<file path="config.mk">
export PLATFORM = sky130hd
export DESIGN_NAME = servo_angle_ramp_flat
export DESIGN_NICKNAME = d
export VERILOG_FILES = /design/src/rtl/servo_pkg.sv /design/src/rtl/servo_angle_ramp_if.sv /design/src/rtl/servo_frame_tick.sv /design/src/rtl/servo_angle_ramp.sv /design/src/flat_wrapper.sv
export SDC_FILE = /design/constraint.sdc
export NUM_CORES = 1
export LEC_CHECK = 0
export ABC_AREA = 1
export CELL_PAD_IN_SITES_DETAIL_PLACEMENT = 1
export CELL_PAD_IN_SITES_GLOBAL_PLACEMENT = 2
export CORE_ASPECT_RATIO = 0.5
export CORE_MARGIN = 2
export CORE_UTILIZATION = 31
export DETAILED_ROUTE_END_ITERATION = 10
export PLACE_DENSITY = 0.87
export SLEW_MARGIN = 10
export SYNTH_ARGS = -nofsm -noshare
export SYNTH_HDL_FRONTEND = slang
export SYNTH_HIERARCHICAL = 1
export SYNTH_SLANG_ARGS = --single-unit
export TNS_END_PERCENT = 1
</file>
<file path="constraint.sdc">
create_clock -name clk -period 3.1 [get_ports clk]
set_clock_uncertainty 0.2 [all_clocks]
set_input_delay 0.62 -clock clk [delete_from_list [all_inputs] [get_ports clk]]
set_output_delay 0.62 -clock clk [all_outputs]
set_load 0.005 [all_outputs]
</file>
<file path="src/rtl/servo_pkg.sv">
// Shared servo constants, ramp state encoding and angle clamp helper.
// Also used by the PWM generator so both agree on the frame period.
package servo_pkg;

  localparam int unsigned ANGLE_W             = 8;
  localparam int unsigned MAX_ANGLE           = 180;
  localparam int unsigned TICK_CYCLES_DEFAULT = 1000000;
  localparam int unsigned SETTLE_W            = 8;

  typedef enum logic [1:0] {
    IDLE   = 2'd0,
    MOVING = 2'd1,
    SETTLE = 2'd2
  } ramp_state_e;

  // Saturate a requested angle to the mechanical range.
  function automatic logic [ANGLE_W-1:0] clamp_angle(input logic [ANGLE_W-1:0] a);
    return (a > ANGLE_W'(MAX_ANGLE)) ? ANGLE_W'(MAX_ANGLE) : a;
  endfunction

endpackage

</file>
<file path="src/rtl/servo_angle_ramp_if.sv">
// Command handshake between the controlling FSM (master) and the angle ramp (slave).
interface servo_angle_ramp_if;

  logic                             cmd_valid;
  logic [servo_pkg::ANGLE_W-1:0]    cmd_angle;
  logic                             cmd_ready;

  modport master (output cmd_valid, output cmd_angle, input  cmd_ready);
  modport slave  (input  cmd_valid, input  cmd_angle, output cmd_ready);

endinterface

</file>
<file path="src/rtl/servo_frame_tick.sv">
// Free-running servo frame counter with a registered one-cycle boundary pulse.
module servo_frame_tick #(
  parameter int unsigned TICK_CYCLES = servo_pkg::TICK_CYCLES_DEFAULT
) (
  input  logic clk,
  input  logic rst_n,
  output logic frame_tick
);

  localparam int unsigned CNT_W = $clog2(TICK_CYCLES);
  localparam logic [CNT_W-1:0] LAST = CNT_W'(TICK_CYCLES - 1);

  logic [CNT_W-1:0] cnt;

  always_ff @(posedge clk or negedge rst_n) begin
    if (!rst_n) begin
      cnt        <= '0;
      frame_tick <= 1'b0;
    end else if (cnt == LAST) begin
      cnt        <= '0;
      frame_tick <= 1'b1;
    end else begin
      cnt        <= cnt + CNT_W'(1);
      frame_tick <= 1'b0;
    end
  end

endmodule

</file>
<file path="src/rtl/servo_angle_ramp.sv">
// Slew-limited servo angle ramp: steps angle toward the commanded target once per frame.
// Optional SERVO_RAMP_CMD_ERR_EN rejects out-of-range commands and flags them on cmd_err.
module servo_angle_ramp
  import servo_pkg::*;
#(
  parameter int unsigned TICK_CYCLES   = TICK_CYCLES_DEFAULT,
  parameter int unsigned STEP_DEG      = 2,
  parameter int unsigned INIT_ANGLE    = 90,
  parameter int unsigned SETTLE_FRAMES = 3
) (
  input  logic               clk,
  input  logic               rst_n,
  servo_angle_ramp_if.slave  cmd,
  output logic [ANGLE_W-1:0] angle,
  output logic               frame_tick,
  output logic               busy,
  output logic               at_target
`ifdef SERVO_RAMP_CMD_ERR_EN
  ,
  output logic               cmd_err
`endif
);

  localparam int unsigned DIFF_W = ANGLE_W + 1;
  localparam logic [ANGLE_W-1:0]  INIT_A   = ANGLE_W'(INIT_ANGLE);
  localparam logic [ANGLE_W-1:0]  STEP_A   = ANGLE_W'(STEP_DEG);
  localparam logic [DIFF_W-1:0]   STEP_D   = DIFF_W'(STEP_DEG);
  localparam logic [SETTLE_W-1:0] SETTLE_N = SETTLE_W'(SETTLE_FRAMES);

  ramp_state_e          state_q, state_d;
  logic [ANGLE_W-1:0]   target_q, target_d;
  logic [ANGLE_W-1:0]   angle_d;
  logic [SETTLE_W-1:0]  settle_q, settle_d;
  logic                 cmd_err_d;

  logic                 accept_c;
  logic                 take_c;
  logic [ANGLE_W-1:0]   new_target_c;
  logic signed [DIFF_W-1:0] diff_c;
  logic [DIFF_W-1:0]    mag_c;

  servo_frame_tick #(
    .TICK_CYCLES (TICK_CYCLES)
  ) u_frame_tick (
    .clk        (clk),
    .rst_n      (rst_n),
    .frame_tick (frame_tick)
  );

  assign accept_c     = cmd.cmd_valid && cmd.cmd_ready;
  assign new_target_c = clamp_angle(cmd.cmd_angle);

  // Out-of-range commands are either dropped with an error pulse or clamped and executed.
`ifdef SERVO_RAMP_CMD_ERR_EN
  logic in_range_c;
  assign in_range_c = (cmd.cmd_angle <= ANGLE_W'(MAX_ANGLE));
  assign take_c     = accept_c && in_range_c;
`else
  assign take_c     = accept_c;
`endif

  // Signed distance to target; 9 bits holds -180..180 without wrap.
  assign diff_c = $signed({1'b0, target_q}) - $signed({1'b0, angle});
  assign mag_c  = diff_c[DIFF_W-1] ? $unsigned(-diff_c) : $unsigned(diff_c);

  always_comb begin
    state_d   = state_q;
    target_d  = target_q;
    angle_d   = angle;
    settle_d  = settle_q;
    cmd_err_d = 1'b0;
`ifdef SERVO_RAMP_CMD_ERR_EN
    cmd_err_d = accept_c && !in_range_c;
`endif
    case (state_q)
      IDLE, SETTLE: begin
        if (take_c) begin
          target_d = new_target_c;
          settle_d = '0;
          state_d  = (new_target_c == angle) ? SETTLE : MOVING;
        end else if (state_q == SETTLE) begin
          if (SETTLE_N == '0) begin
            state_d = IDLE;
          end else if (frame_tick) begin
            if (settle_q == SETTLE_N - SETTLE_W'(1)) begin
              state_d = IDLE;
            end else begin
              settle_d = settle_q + SETTLE_W'(1);
            end
          end
        end
      end
      MOVING: begin
        if (frame_tick) begin
          if (mag_c <= STEP_D) begin
            angle_d  = target_q;
            settle_d = '0;
            state_d  = SETTLE;
          end else if (diff_c[DIFF_W-1]) begin
            angle_d = angle - STEP_A;
          end else begin
            angle_d = angle + STEP_A;
          end
        end
      end
      default: state_d = IDLE;
    endcase
  end

  // Status outputs are registered from next state so they line up with state_q.
  always_ff @(posedge clk or negedge rst_n) begin
    if (!rst_n) begin
      state_q       <= IDLE;
      target_q      <= INIT_A;
      angle         <= INIT_A;
      settle_q      <= '0;
      cmd.cmd_ready <= 1'b1;
      busy          <= 1'b0;
      at_target     <= 1'b1;
`ifdef SERVO_RAMP_CMD_ERR_EN
      cmd_err       <= 1'b0;
`endif
    end else begin
      state_q       <= state_d;
      target_q      <= target_d;
      angle         <= angle_d;
      settle_q      <= settle_d;
      cmd.cmd_ready <= (state_d != MOVING);
      busy          <= (state_d != IDLE);
      at_target     <= (state_d == IDLE);
`ifdef SERVO_RAMP_CMD_ERR_EN
      cmd_err       <= cmd_err_d;
`endif
    end
  end

endmodule

</file>
<file path="src/flat_wrapper.sv">
// flat-port wrapper written by rule: the top's interface ports become plain ports
module servo_angle_ramp_flat import servo_pkg::*;
#(
  parameter int unsigned TICK_CYCLES   = TICK_CYCLES_DEFAULT,
  parameter int unsigned STEP_DEG      = 2,
  parameter int unsigned INIT_ANGLE    = 90,
  parameter int unsigned SETTLE_FRAMES = 3
)
  (clk, rst_n, angle, frame_tick, busy, at_target, cmd_cmd_valid, cmd_cmd_angle, cmd_cmd_ready);
  servo_angle_ramp_if cmd_i ();
  input  logic clk;
  input  logic rst_n;
  output logic [ANGLE_W-1:0] angle;
  output logic frame_tick;
  output logic busy;
  output logic at_target;
  input wire logic [$bits(cmd_i.cmd_valid)-1:0] cmd_cmd_valid;
  input wire logic [$bits(cmd_i.cmd_angle)-1:0] cmd_cmd_angle;
  output wire logic [$bits(cmd_i.cmd_ready)-1:0] cmd_cmd_ready;
  assign cmd_i.cmd_valid = cmd_cmd_valid;
  assign cmd_i.cmd_angle = cmd_cmd_angle;
  assign cmd_cmd_ready = cmd_i.cmd_ready;
  servo_angle_ramp #(.TICK_CYCLES(TICK_CYCLES), .STEP_DEG(STEP_DEG), .INIT_ANGLE(INIT_ANGLE), .SETTLE_FRAMES(SETTLE_FRAMES)) u_core (.clk(clk), .rst_n(rst_n), .cmd(cmd_i), .angle(angle), .frame_tick(frame_tick), .busy(busy), .at_target(at_target));
endmodule
</file>
==> results of run 1 <==
[power by group]
part	internal, mW	switching, mW	total [mW]
Combinational	0.248	0.366	0.614
Clock	0.323	0.242	0.565
Sequential	0.672	0.0186	0.690
Total	1.24	0.627	1.87
[synthesized netlist by cell type]
master,n
nand2_1,161
inv_1,83
nor2_1,61
nand3_1,55
dfrtp_1,40
o21ai_0,18
ha_1,16
xor2_1,15
a21oi_1,14
nand2_2,14
dfstp_2,10
nor2_2,8
nor2_4,8
nand4_1,7
o21ai_1,6
nor3_1,5
xnor2_1,4
a31oi_1,3
inv_2,3
nand2_4,3
nor3b_1,3
fa_1,2
nand3b_1,2
a22oi_2,1
and2_1,1
and3_1,1
buf_2,1
buf_6,1
clkbuf_1,1
nand3_2,1
nand3_4,1
nor2_8,1
o2111ai_1,1
o211ai_1,1
or2_1,1
or2_4,1
[worst paths after layout]
path	start	end	slack, ns	cells after the start
setup / recovery	u_core/target_q[0]$_DFFE_PN0P_	u_core/angle[1]$_DFFE_PN1P_	0.15	19
hold / removal	rst_n	u_core/settle_q[1]$_DFFE_PN0P_	0.14	1
setup reg to reg	u_core/target_q[0]$_DFFE_PN0P_	u_core/angle[1]$_DFFE_PN1P_	0.15	19
hold reg to reg	u_core/u_frame_tick/cnt[0]$_DFF_PN0_	u_core/u_frame_tick/cnt[0]$_DFF_PN0_	0.26	1
max in group asynchronous	rst_n	u_core/angle[4]$_DFFE_PN1P_	1.92	2
min in group clk	u_core/u_frame_tick/cnt[0]$_DFF_PN0_	u_core/u_frame_tick/cnt[0]$_DFF_PN0_	0.26	1
[metal layers]
layer,up-vias,global-route usage [%],wire length (microns)
met3,7,2.70,136
met1,1759,21.8,5310
met2,13,31.4,5150
met5,-,0,0
met4,0,3.87,124
li1,1843,-,-
[timing repair]
action | 4_1_cts | 5_1_grt
endpoints found under the hold margin | 0 | 0
resized for setup | 0 | 52
buffers inserted | 0 | 9
endpoints found under the setup margin | 0 | 21
[stage by stage]
stage | util (%) | power (mW)
2_1_floorplan | - | 1.07
3_3_place_gp | 36.8 | 1.21
3_5_place_dp | 36.8 | 1.22
4_1_cts | 38.1 | 1.80
5_1_grt | 40.4 | 1.99
6_report | 40.4 | 1.87
[final cells by class]
class,count,area [sq um]
Sequential cell,50,1260
Timing Repair Buffer,52,472
Multi-Input combinational cell,415,2380
Inverter,86,325
Clock buffer,8,146
Tap cell,165,206
Fill cell,1490,7080
[flip-flops by register name (all words and copies together) (netlist names)]
name                            count
u_core/u_frame_tick/frame_tick      1
u_core/u_frame_tick/cnt            20
u_core/target_q                     8
u_core/busy                         1
u_core/cmd.cmd_ready                1
u_core/at_target                    1
u_core/angle                        8
u_core/settle_q                     8
u_core/state_q                      2
[kinds of logic after synthesis]
family / synth area share (%)
XOR/XNOR: 4.38
flip-flops: 33.2
AND/OR/NAND/NOR: 40.8
buffers and inverters: 9.02
adder cells (fa/ha/maj): 6.32
AO/OA/AOI/OAI: 6.25
[worst register-to-register path, cell delays in order, from the launching register on]
cell	delay [ns]
dfrtp_1	0.39
inv_2	0.08
ha_4	0.13
inv_4	0.04
fa_2	0.39
nand2_2	0.10
nand2_4	0.07
nand2_4	0.08
nor2_4	0.04
nor2_4	0.22
buf_6	0.18
nand3_2	0.07
nand2_2	0.06
nand2_2	0.06
nor2_4	0.14
nand3_4	0.17
buf_4	0.19
nand2_1	0.05
nand2_1	0.05
o21ai_1	0.16
==> results.cfg, run 1 <==
[critical_path]
cp_cell_sequence = inv_2, ha_4, inv_4, fa_2, nand2_2, nand2_4, nand2_4, nor2_4, nor2_4, buf_6, nand3_2, nand2_2, nand2_2, nor2_4, nand3_4, buf_4, nand2_1, nand2_1, o21ai_1
critPathBufInv = 4
start_kind = flip-flop
critPathMaxStageDelay_ns = 0.39
arrival_ns = 2.97
path_class = flip-flop to flip-flop
end_kind = flip-flop
crit_path_top_delay_cell = dfrtp_1
crit_fanout = 8
cp.required_ns = 3.12
cpLargestDelayFamily = simple AND/OR/NAND/NOR gates

[cts]
clkTransAtPathRegs_ns = 0.06
numCtsBuffers = 5
root_buffer = clkbuf_16
htreeDepth = 2
cts_tree = done
clk_path_buf_depth = 2
worstSkewPairLatency_ns = 0.29
clock_sinks = 50
cts_hold_buf = 0

[timing]
slew_headroom_pct = 58.3
finalSetupViolations = 0
tightest_slew_ns = 0.625
period_needed_ns = 2.95
worst_slack_ns = 0.147
max_freq_ghz = 0.339
hold_viol = 0
final_max_slew_viol_count = 0
period_share_pct = 95.3
rsz0062_at_grt = true
tns_ns = 0
whs_ns = 0.145

[job]
max-cap-violations = 0

[cells_and_area]
nets = 639
final_common_cell = nand2_1
area_growth_pct = 26.1
drive_gt1_share_pct = 20.3
finalInstanceArea_sq_mm = 0.00479
layout_common_cells = nand2_1 (148), inv_1 (81), nor2_1 (61), nand3_1 (50), dfrtp_1 (40)
layout.cells.non_filler = 776
diodes = 0

[detailed_routing]
routed_wirelength_mm = 10.7
drc = 0
detail_route.vias_per_cell = 4.67
vias = 3622
ant_nets = 0
first_iter_violations = 179
drt-pass1-iter-count = 4
wl_per_cell_microns = 13.8

[logic_synthesis]
yosysWarnings = 6
yosysSeqAreaShare_pct = 33.2
avgSynthCellArea_sq_um = 6.86
yosys-top-cells-area = dfrtp_1 (26%), nand2_1 (16%), inv_1 (8.2%), nand3_1 (7.2%), dfstp_2 (6.9%)
synth.distinct_cells = 36
ys_ff_latch = 50
syn_area_sq_mm = 0.00380
synth_top_cell_by_area = dfrtp_1
synth_nets = 583
synth_top_area_share_pct = 26.3
syn_inst = 554

[status]
status = finished clean

[die]
rows = 28
die_h_microns = 82.3
die_area_sq_mm = 0.0132
fp.dieW_microns = 161
start_util_pct = 32.0
ios = 23
core_area_sq_mm = 0.0119

[grt]
grt_pass1_vias = 3747
antenna_found_initial = 0
grt-ovfl-total = 0
grt_pass1_wl_mm = 18.0
grtUsageTotal_pct = 17.1
grt_max_degree = 27

[hold_path]
hold_path_class = input port to asynchronous set/reset pin

[placement]
port_buffers = 22
place_hpwl_mm = 8.36
dp.cells = 759
gp_congestion = 0.818
place_area_sq_mm = 0.00437
dp_slack_ns = 0.0662

[power_and_ir_drop]
power_density_mw_per_mm2 = 390
leakage_nw = 2.35
ir_drop_mv = 0.254
(Power assumes the default switching activity.)
==> run 2, diff against run 1 <==
--- a/config.mk
+++ b/config.mk
@@ -11,5 +11,5 @@
 export CORE_ASPECT_RATIO = 0.5
-export CORE_MARGIN = 2
-export CORE_UTILIZATION = 31
+export CORE_UTILIZATION = 33
 export DETAILED_ROUTE_END_ITERATION = 10
+export DONT_BUFFER_PORTS = 1
 export PLACE_DENSITY = 0.87
==> constraint.sdc (replaced) <==
create_clock -name clk -period 3.1 [get_ports clk]
set_clock_uncertainty 0.2 [all_clocks]
set_input_delay 0.465 -clock clk [delete_from_list [all_inputs] [get_ports clk]]
set_output_delay 0.465 -clock clk [all_outputs]
set_load 0.005 [all_outputs]
==> results.cfg, run 2 (synthesized netlist as in run 1, its figures left out) <==
[detailed_routing]
routed_wirelength_mm = 10.3
drc = 0
vias = 3485
detail_route.vias_per_cell = 4.81
drt-pass1-iter-count = 4
ant_nets = 0
first_iter_violations = 187
wl_per_cell_microns = 14.2

[die]
die_area_sq_mm = 0.0120
die_h_microns = 77.9
core_area_sq_mm = 0.0111
ios = 23
start_util_pct = 34.2
fp.dieW_microns = 154
rows = 27

[power_and_ir_drop]
power_mw = 1.80
power_density_mw_per_mm2 = 408
ir_drop_mv = 0.168
leakage_nw = 2.23

[placement]
port_buffers = 0
place_hpwl_mm = 8.13
gp_congestion = 0.811

[cts]
htreeDepth = 2
numCtsBuffers = 5
clock_sinks = 50
clkTransAtPathRegs_ns = 0.07
cts_tree = done
clk_path_buf_depth = 2
root_buffer = clkbuf_16
worstSkewPairLatency_ns = 0.29

[grt]
grt_max_degree = 51
grt_pass1_vias = 3576
antenna_found_initial = 0
grt_pass1_wl_mm = 17.7
grt-ovfl-total = 0
grtUsageTotal_pct = 18.7

[timing]
final_max_slew_viol_count = 0
finalSetupViolations = 0
period_share_pct = 97.4
period_needed_ns = 3.02
hold_viol = 0
tightest_slew_ns = 0.435
rsz0062_at_grt = true
max_freq_ghz = 0.331
slew_headroom_pct = 71.0

[critical_path]
arrival_ns = 3.00
path_class = flip-flop to flip-flop
cp.required_ns = 3.08
start_kind = flip-flop
crit_fanout = 4
r2r_cells = 19
end_kind = flip-flop
timing.rr.end = u_core/angle[7]$_DFFE_PN0P_
r2r_slack_ns = 0.08
rr_startpoint = u_core/target_q[0]$_DFFE_PN0P_

[cells_and_area]
area_growth_pct = 15.8
largest_register_ffs = 20
final_util_pct = 39.6
drive_gt1_share_pct = 15.9
max_flop_register = u_core/u_frame_tick/cnt
final_common_cell = nand2_1
nets = 608
diodes = 0
layout_common_cells = nand2_1 (155), inv_1 (83), nor2_1 (61), nand3_1 (55), dfrtp_1 (40)

[hold_path]
min_to = u_core/target_q[1]$_DFFE_PN1P_
hp-start = cmd_cmd_angle[1]
hold_path_class = input port to flip-flop
hold_depth = 2

[job]
max-cap-violations = 0

[status]
status = finished clean
run 2: layout make-up:
cell class                      instances  area [sq um]
Timing Repair Buffer                   21           204
Inverter                               86           323
Clock buffer                            8           146
Fill cell                            1427          6710
Multi-Input combinational cell        415          2280
Tap cell                              145           181
Sequential cell                        50          1260
run 2: critical path, cell delays in order, from the launching register on:
cell and delay, ns:
dfrtp_1 0.39, inv_1 0.08, ha_1 0.14, inv_1 0.07, fa_2 0.36, nand2_2 0.08
nand2_2 0.10, nand2_4 0.09, nor2_4 0.04, nor2_4 0.21, ha_4 0.26, a21oi_2 0.16
o21ai_2 0.08, nand2_1 0.06, nand2_1 0.05, a21oi_1 0.15, xnor2_1 0.13, nor2_1 0.06
a22oi_2 0.14, nand2_1 0.06
run 2: power breakdown:
part           internal (mW)  switching [mW]  total [mW]
logic                  0.207           0.335       0.543
clock network          0.323           0.239       0.562
registers              0.672          0.0200       0.692
run 2: worst max path at each step:
stage	from	end	slack (ns)	depth (start not counted)
floorplan	u_core/angle[1]$_DFFE_PN1P_	u_core/angle[7]$_DFFE_PN0P_	0.008	17
global placement	u_core/angle[1]$_DFFE_PN1P_	u_core/angle[7]$_DFFE_PN0P_	0.14	15
detailed placement	u_core/target_q[0]$_DFFE_PN0P_	u_core/angle[7]$_DFFE_PN0P_	0.04	19
CTS	u_core/target_q[0]$_DFFE_PN0P_	u_core/angle[7]$_DFFE_PN0P_	0.02	17
global route	u_core/target_q[0]$_DFFE_PN0P_	u_core/angle[7]$_DFFE_PN0P_	-0.11	19
finish	u_core/target_q[0]$_DFFE_PN0P_	u_core/angle[7]$_DFFE_PN0P_	0.08	19
run 2: metal layers:
layer	GRT usage, %	vias to the layer above	wire, microns	part of all wire (%)
met5	0	-	0	0
met3	3.35	10	162	1.6
met1	24.3	1668	5010	49
met4	4.20	0	149	1.4
li1	-	1785	-	-
met2	32.5	22	4980	48
run 2: what timing repair did:
| item | CTS | global route |
|---|---|---|
| hold buffers | 2 | 0 |
| endpoints found under the hold margin | 50 | 0 |
| endpoints found under the setup margin | 0 | 18 |
| setup buffers | 0 | 3 |
| gates resized for setup | 0 | 22 |
run 2: per-stage QoR:
step / hold slack [ns] / instances / TNS (ns) / area (sq um) / worst slack (ns)
final: 0.114 / 725 / 0 / 4400 / 0.0804
after global routing: 0.130 / 725 / -0.256 / 4400 / -0.114
after CTS: 0.107 / 722 / 0 / 4280 / 0.0188
after detailed placement: -0.0292 / 712 / 0 / 4100 / 0.0351
after global placement: -0.0290 / 712 / 0 / 4100 / 0.136
after floorplan: -0.0306 / 554 / 0 / 3800 / 0.00771
